<file path="src/rtl/adc_dly_cal.sv">
// IDELAYE2 tap calibration for one ADC lane: sweeps every tap, scores each against a
// training word, then loads the centre of the longest passing window.
module adc_dly_cal #(
  parameter int                TAP_W      = 5,
  parameter int                DATA_W     = 14,
  parameter logic [DATA_W-1:0] PATTERN    = 14'h2AAA,
  parameter int                SETTLE_CYC = 16,
  parameter int                CMP_CNT    = 64
) (
  input  logic              clki,
  input  logic              rsti_n,
  input  logic              start,
  input  logic              dly_rdy,
  input  logic [DATA_W-1:0] adc_data,
  output logic              dly_ld,
  output logic [TAP_W-1:0]  dly_cntvalue,
  output logic              busy,
  output logic              done,
  output logic              fail,
  output logic [TAP_W-1:0]  eye_start,
  output logic [TAP_W:0]    eye_width
);

  localparam int CNT_W = $clog2((CMP_CNT > SETTLE_CYC) ? CMP_CNT : SETTLE_CYC);
  localparam logic [TAP_W-1:0] TAP_MAX = '1;

  typedef enum logic [2:0] {
    ST_IDLE, ST_LOAD, ST_SETTLE, ST_CHECK, ST_EVAL, ST_FINAL
  } state_t;

  state_t             state_reg, state_next;
  logic [TAP_W-1:0]   tap_reg;
  logic [CNT_W-1:0]   cnt_reg;
  logic               ok_reg;
  logic [TAP_W:0]     run_len_reg;
  logic [TAP_W-1:0]   run_start_reg;
  logic [TAP_W:0]     best_width_reg;
  logic [TAP_W-1:0]   best_start_reg;
  logic [TAP_W-1:0]   hold_reg;
  logic               done_reg, fail_reg;
  logic [TAP_W-1:0]   eye_start_reg;
  logic [TAP_W:0]     eye_width_reg;

  logic [DATA_W-1:0]  bit_err;
  logic               sample_bad;
  logic               settle_last, check_last;
  logic [TAP_W:0]     close_len;
  logic [TAP_W-1:0]   close_start;
  logic               take_best;
  logic [TAP_W-1:0]   centre_tap, final_tap;

  genvar gi;
  generate
    for (gi = 0; gi < DATA_W; gi++) begin : g_cmp
      assign bit_err[gi] = adc_data[gi] ^ PATTERN[gi];
    end
  endgenerate

  assign sample_bad  = |bit_err;
  assign settle_last = (cnt_reg == CNT_W'(SETTLE_CYC - 1));
  assign check_last  = (cnt_reg == CNT_W'(CMP_CNT - 1));

  // A run is closed on a failing tap, and also on the last tap so a window touching the top is kept.
  always_comb begin
    close_len   = ok_reg ? (run_len_reg + 1'b1) : run_len_reg;
    close_start = (ok_reg && run_len_reg == '0) ? tap_reg : run_start_reg;
    take_best   = (!ok_reg || tap_reg == TAP_MAX) && (close_len > best_width_reg);
  end

  assign centre_tap = best_start_reg + TAP_W'((best_width_reg - 1'b1) >> 1);
  assign final_tap  = (best_width_reg != '0) ? centre_tap : '0;

  always_ff @(posedge clki) begin
    if (!rsti_n) begin
      state_reg <= ST_IDLE;
    end else begin
      state_reg <= state_next;
    end
  end

  always_comb begin
    state_next = state_reg;
    if (state_reg != ST_IDLE && !dly_rdy) begin
      state_next = ST_IDLE;
    end else begin
      case (state_reg)
        ST_IDLE:   if (start && dly_rdy) state_next = ST_LOAD;
        ST_LOAD:   state_next = ST_SETTLE;
        ST_SETTLE: if (settle_last) state_next = ST_CHECK;
        ST_CHECK:  if (check_last) state_next = ST_EVAL;
        ST_EVAL:   state_next = (tap_reg == TAP_MAX) ? ST_FINAL : ST_LOAD;
        ST_FINAL:  state_next = ST_IDLE;
        default:   state_next = ST_IDLE;
      endcase
    end
  end

  always_comb begin
    dly_ld       = 1'b0;
    dly_cntvalue = hold_reg;
    busy         = (state_reg != ST_IDLE);
    case (state_reg)
      ST_LOAD: begin
        dly_ld       = 1'b1;
        dly_cntvalue = tap_reg;
      end
      ST_FINAL: begin
        dly_ld       = 1'b1;
        dly_cntvalue = final_tap;
      end
      default: ;
    endcase
  end

  always_ff @(posedge clki) begin
    if (!rsti_n) begin
      tap_reg        <= '0;
      cnt_reg        <= '0;
      ok_reg         <= 1'b0;
      run_len_reg    <= '0;
      run_start_reg  <= '0;
      best_width_reg <= '0;
      best_start_reg <= '0;
      hold_reg       <= '0;
      done_reg       <= 1'b0;
      fail_reg       <= 1'b0;
      eye_start_reg  <= '0;
      eye_width_reg  <= '0;
    end else if (state_reg == ST_IDLE || dly_rdy) begin
      // Losing dly_rdy mid-sweep freezes everything here; the FSM drops back to idle.
      case (state_reg)
        ST_IDLE: begin
          if (start && dly_rdy) begin
            done_reg       <= 1'b0;
            fail_reg       <= 1'b0;
            run_len_reg    <= '0;
            run_start_reg  <= '0;
            best_width_reg <= '0;
            best_start_reg <= '0;
            tap_reg        <= '0;
          end
        end
        ST_LOAD: begin
          hold_reg <= tap_reg;
          cnt_reg  <= '0;
          ok_reg   <= 1'b1;
        end
        ST_SETTLE: cnt_reg <= settle_last ? '0 : cnt_reg + 1'b1;
        ST_CHECK: begin
          cnt_reg <= check_last ? '0 : cnt_reg + 1'b1;
          if (sample_bad) ok_reg <= 1'b0;
        end
        ST_EVAL: begin
          run_len_reg   <= ok_reg ? close_len : '0;
          run_start_reg <= close_start;
          if (take_best) begin
            best_width_reg <= close_len;
            best_start_reg <= close_start;
          end
          if (tap_reg != TAP_MAX) tap_reg <= tap_reg + 1'b1;
        end
        ST_FINAL: begin
          hold_reg      <= final_tap;
          eye_start_reg <= (best_width_reg != '0) ? best_start_reg : '0;
          eye_width_reg <= best_width_reg;
          done_reg      <= (best_width_reg != '0);
          fail_reg      <= (best_width_reg == '0);
        end
        default: ;
      endcase
    end
  end

  assign done      = done_reg;
  assign fail      = fail_reg;
  assign eye_start = eye_start_reg;
  assign eye_width = eye_width_reg;

endmodule

</file>
<file path="config.mk">
export PLATFORM = sky130hd
export DESIGN_NAME = adc_dly_cal
export DESIGN_NICKNAME = d
export VERILOG_FILES = /design/src/rtl/adc_dly_cal.sv
export SDC_FILE = /design/constraint.sdc
export NUM_CORES = 1
export LEC_CHECK = 0
export CORE_MARGIN = 2
export CORE_UTILIZATION = 50
export CTS_BUF_LIST = sky130_fd_sc_hd__clkbuf_8
export DETAILED_ROUTE_END_ITERATION = 10
export GPL_TIMING_DRIVEN = 0
export PLACE_DENSITY = 0.81
export SYNTH_ARGS = -nofsm -noshare
export SYNTH_HDL_FRONTEND = slang
export SYNTH_SLANG_ARGS = --single-unit
</file>
<file path="constraint.sdc">
create_clock -name clki -period 2.6 [get_ports clki]
set_clock_uncertainty 0.15 [all_clocks]
set_input_delay 0.52 -clock clki [delete_from_list [all_inputs] [get_ports clki]]
set_output_delay 0.52 -clock clki [all_outputs]
set_load 0.02 [all_outputs]
</file>
=== Word-level counts from Yosys, hierarchy flattened ===
Cells that the tools add are included.

* Bits in registers: 55
* Bits of input ports: 18
* Output and inout bits: 20
* Logic and storage cells: 100

* Bitwise gates (word level): 8
* Reduce and logical (&&, ||, !) cells: 28
* $add $sub $neg: 5
* Multiplexer cells: 30
* Magnitude comparators: 1
* Equality and inequality tests: 15

{| class="wikitable"
|+ Operators with widths
! cell !! count
|-
| case mux 5 bit (2 select lines) || 4
|-
| 2-to-1 mux 6 bit || 6
|-
| 2-to-1 mux 5 bit || 6
|-
| case mux 6 bit (2 select lines) || 2
|-
| case mux 6 bit (3 select lines) || 1
|-
| case mux 3 bit (5 select lines) || 1
|-
| OR reduction 14 bit || 1
|-
| adder 6 x 1 -> 6 bit (second input constant) || 2
|-
| logical NOT 6 bit || 2
|-
| 2-to-1 mux 3 bit || 4
|-
| inequality test 2 bit (second input constant) || 6
|-
| AND reduction 3 bit || 4
|-
| NOT 1 bit || 8
|-
| AND reduction 4 bit || 2
|-
| == test 3 x 2 -> 1 bit (second input constant) || 2
|-
| == test 3 bit (second input constant) || 2
|-
| == test 6 x 4 -> 1 bit (second input constant) || 1
|-
| == test 6 bit (second input constant) || 1
|-
| greater-than comparator 6 bit || 1
|-
| case mux 1 bit (2 select lines) || 3
|-
| nonzero test 2 bit || 3
|-
| nonzero test 3 bit || 2
|-
| nonzero test 6 bit || 1
|-
| subtractor 6 x 1 -> 6 bit (second input constant) || 1
|-
| other kinds (12) || 21
|}

=== Longest topological paths before layout ===
* Depth in word-level cells: 6
* Mapped depth: 11
* Gate-level depth less buffers: 10

=== Least setup slack after synthesis ===
OpenSTA, ideal clock, no wires.

* Path type: reg-to-output
* Start point: register best_width_reg[0]
* End point: output dly_cntvalue[3]
* Stages on the path, launching flop included: 10
* Data arrival time: 2,189 ps
* Setup slack: -259 ps
* Buffers on the path: 0
* Cells stage by stage: dfxtp_1 -> inv_1 -> ha_1 -> xor2_1 -> ha_1 -> a21o_1 -> a21oi_1 -> xor2_1 -> a2bb2oi_1 -> o21ai_0

* Longest elaborated chain between the ends: 4
* Elaborated cells on any way between the ends: 5
* Classes of those cells: add/sub (2); mux (2); reduce/logical (1)

{| class="wikitable"
|+ Ends and longest elaborated chain
! item !! RTL line !! RTL
|-
| start, declared || 37 || <nowiki>logic [TAP_W:0] best_width_reg;</nowiki>
|-
| start signal, assigned || 157 || <nowiki>best_width_reg <= close_len;</nowiki>
|-
| subtractor 6 x 1 -> 6 bit || 70 || <nowiki>assign centre_tap = best_start_reg + TAP_W'((best_width_reg - 1'b1) >> 1);</nowiki>
|-
| adder 5 bit || 70 ||
|-
| 2-to-1 mux 5 bit (*) || 71 || <nowiki>assign final_tap = (best_width_reg != '0) ? centre_tap : '0;</nowiki>
|-
| case mux 5 bit (2 select lines) (*) || - ||
|-
| end, declared || 16 || <nowiki>output logic [TAP_W-1:0] dly_cntvalue,</nowiki>
|}

Mark *: on every way between the ends. The rest lies on a longest branch, timed or not.

=== Final worst setup path ===
* Start point: register best_width_reg[0]
* End point: output dly_cntvalue[4]

Same word-level chain as after synthesis.

==> results.sh <==
export IMPL_avgSynthCellArea_sq_um=7.93
export IMPL_clock_latency_ns=0.32
export IMPL_hpwl_um=5860
export IMPL_antenna_found_initial=0
export IMPL_slowest_stage="dfxtp_4"
export IMPL_drt_iter0_markers=272
export IMPL_fp_dieH_um=82.6
export IMPL_required_ns=1.93
export IMPL_ys_warn_count=0
export IMPL_dr_pass1_iters=5
export IMPL_worstHoldPathCells=2
export IMPL_m1WireLength_um=3510
export IMPL_r2r_start="ok_reg$_SDFFE_PN0P_"
export IMPL_period_share=1.17
export IMPL_cts_tree="done"
export IMPL_critPathKind="reg2out"
export IMPL_r2r_setup_slack_ns=0.01
export IMPL_ant_nets=0
export IMPL_ys_seq_area_frac=0.357
export IMPL_mostFrequentLayoutCell="nand2_1"
export IMPL_io_buffers=36
export IMPL_final_area_sq_um=3930
export IMPL_grt_ovfl_total=0
export IMPL_cap_violations=0
export IMPL_timing_rr_end="best_width_reg[1]$_SDFFE_PN0P_"
export IMPL_ys_ff_latch=55
export IMPL_path_cells="inv_4, ha_4, xor2_2, buf_4, fa_2, nand3_2, nand2_2, a21o_1, a41oi_2, nor2_2, buf_6"
export IMPL_wl_met2_um=4220
export IMPL_final_net_count=481
export IMPL_powerDensity_nw_per_um2=370
export IMPL_min_period_ns=3.03
export IMPL_peakVddDrop_mv=0.194
export IMPL_wl_per_cell_um=16.5
export IMPL_leakagePower_uw=0.00146
export IMPL_cts_hold_buf=0
export IMPL_grt_pass1_wl_um=13600
export IMPL_ys_async_sr_fraction=0
export IMPL_synth_area_top_cells="dfxtp_1, ha_1, nand2_1, a21oi_1, nand3_1"
export IMPL_synth_top_area_share=0.357
export IMPL_preCtsSetupSlack_ns=-0.720
export IMPL_die_area_sq_um=6820
export IMPL_worst_pin_slew_ns=0.797
export IMPL_cts_buffers=5
export IMPL_status="finished with violations"
export IMPL_setup_ws_ns=-0.431
export IMPL_htreeDepth=2
export IMPL_rows=28
export IMPL_grt_usage=0.260
export IMPL_synth_edff_count=0
export IMPL_drive_gt1_frac=0.171
export IMPL_num_io_pins=38
export IMPL_vias_per_cell=5.94
export IMPL_min_to="fail$_SDFFE_PN0P_"
export IMPL_worst_setup_path_start_kind="register"
export IMPL_max_freq_mhz=330
export IMPL_p_total_uw=1450
export IMPL_drv_slew=0
export IMPL_relSlewSlack=0.467
export IMPL_cts_sinks=55
export IMPL_finalHoldViolCount=0
export IMPL_dr_total_vias=3091
export IMPL_cts_buffer_depth=2
export IMPL_met3WireLength_um=497
export IMPL_ys_flop_type="dfxtp_1"
export IMPL_grt_max_degree=17
export IMPL_root_buffer="clkbuf_8"
export IMPL_gp_congestion=0.918
export IMPL_yosysTopAreaCell="dfxtp_1"
export IMPL_highest_layer="met4"
export IMPL_final_util=0.659
export IMPL_syn_inst=389
export IMPL_antenna_cells=0
export IMPL_syn_area_sq_um=3090
export IMPL_rr_worst_depth=10
export IMPL_synthesis_nets=426
export IMPL_path_max_fanout=3
export IMPL_clkTransAtPathRegs_ns=0.10
export IMPL_die_x_um=82.6
export IMPL_cpPeakStageDelay_ns=0.38
export IMPL_route_detailed_drc=0
export IMPL_synth_cell_types=52
export IMPL_setup_violations=5
export IMPL_hold_start="fail$_SDFFE_PN0P_"
export IMPL_core_sq_um=5960
export IMPL_drt_wl_total_um=8580
export IMPL_cp_data_arrival_time_ns=2.36
export IMPL_holdCritPathClass="reg2reg"
export IMPL_violations="negative setup slack"
export IMPL_grt_pass1_vias=2983
export IMPL_endpoint_kind="primary output"
export IMPL_rsz0062_at_grt="true"
export IMPL_dpl_cell_area_sq_um=3560
export IMPL_start_util=0.518
export IMPL_area_delta_synth_final_pct=27.3
export IMPL_tns_ns=-1.61
export IMPL_layout_common_cells="nand2_1, dfxtp_1, nand3_1, clkdlybuf4s50_1, a21oi_1"
## logic make-up after synthesis
group / synth area share
compound gates: 0.176
xor+xnor: 0.0341
fa+ha+maj: 0.0795
buf+inv: 0.0507
flops: 0.357
mux: 0.0389
simple gates: 0.264
## what timing repair did
item | CTS | global route
pin swaps | 18 | 8
setup buffers | 11 | 2
endpoints found under the setup margin | 15 | 17
resized for setup | 58 | 14
gates cloned | 0 | 1
## through the flow
| stage | cells | hold slack [ns] |
|---|---|---|
| 6_report | 520 | 0.307 |
| 5_1_grt | 520 | 0.320 |
| 4_1_cts | 518 | 0.309 |
| 3_5_place_dp | 500 | 0.295 |
| 3_3_place_gp | 500 | 0.291 |
| 2_1_floorplan | 389 | 0.283 |
## how the worst max path moves through the flow
stage | startpoint | end | slack, ns | cells after the start
floorplan | best_width_reg[0]$_SDFFE_PN0P_ | dly_cntvalue[4] | 0.02 | 10
global placement | best_width_reg[0]$_SDFFE_PN0P_ | dly_cntvalue[3] | -0.69 | 10
detailed placement | best_width_reg[0]$_SDFFE_PN0P_ | dly_cntvalue[3] | -0.72 | 10
CTS | best_width_reg[1]$_SDFFE_PN0P_ | dly_cntvalue[4] | -0.39 | 11
global route | best_width_reg[0]$_SDFFE_PN0P_ | dly_cntvalue[4] | -0.49 | 11
finish | best_width_reg[0]$_SDFFE_PN0P_ | dly_cntvalue[4] | -0.43 | 11
## routing by layer
metal  vias up  track usage
met5         -            0
met4         0        0.151
met3        39       0.0424
met2       131        0.440
met1      1440        0.308
li1       1481            -
## area by class of cell
class	count	area [sq um]
repair buffers	50	479
clock inverters	3	16.3
plain buffers	21	106
multi-input cells	296	1990
clock buffers	5	68.8
inverters	15	61.3
well taps	75	93.8
flip-flops and latches	55	1110
fillers	474	2030
## cell usage after synthesis, drive strengths merged, types with 2 or more instances
| library cell | count |
|---|---|
| o21ai | 20 |
| clkbuf | 17 |
| inv | 14 |
| nand3 | 32 |
| a22oi | 11 |
| nor2 | 28 |
| nand2b | 2 |
| dfxtp | 55 |
| nor3b | 2 |
| nand3b | 2 |
| nand4 | 5 |
| nand4b | 3 |
| xnor2 | 8 |
| and2 | 3 |
| buf | 6 |
| nor3 | 7 |
| and3 | 5 |
| nor2b | 2 |
| nor4 | 3 |
| ha | 18 |
| a21boi | 5 |
| a21oi | 36 |
| a211oi | 4 |
| or3 | 5 |
| xor2 | 4 |
| or4 | 2 |
| a21o | 4 |
| nand2 | 58 |
| mux2i | 12 |
## power by group
| group | internal (uW) | switching [uW] |
|---|---|---|
| logic | 59.7 | 79.1 |
| registers | 844 | 3.72 |
| clock network | 185 | 281 |
## critical path: cells and delay by family, from the launching register on
family	cells	cell delay (ns)
adder cells (fa/ha/maj)	2	0.54
AO/OA/AOI/OAI	2	0.42
flip-flops	1	0.38
buffers and inverters	3	0.32
AND/OR/NAND/NOR	3	0.22
XOR/XNOR	1	0.18
Note: power is estimated with default switching activity, not from simulation.
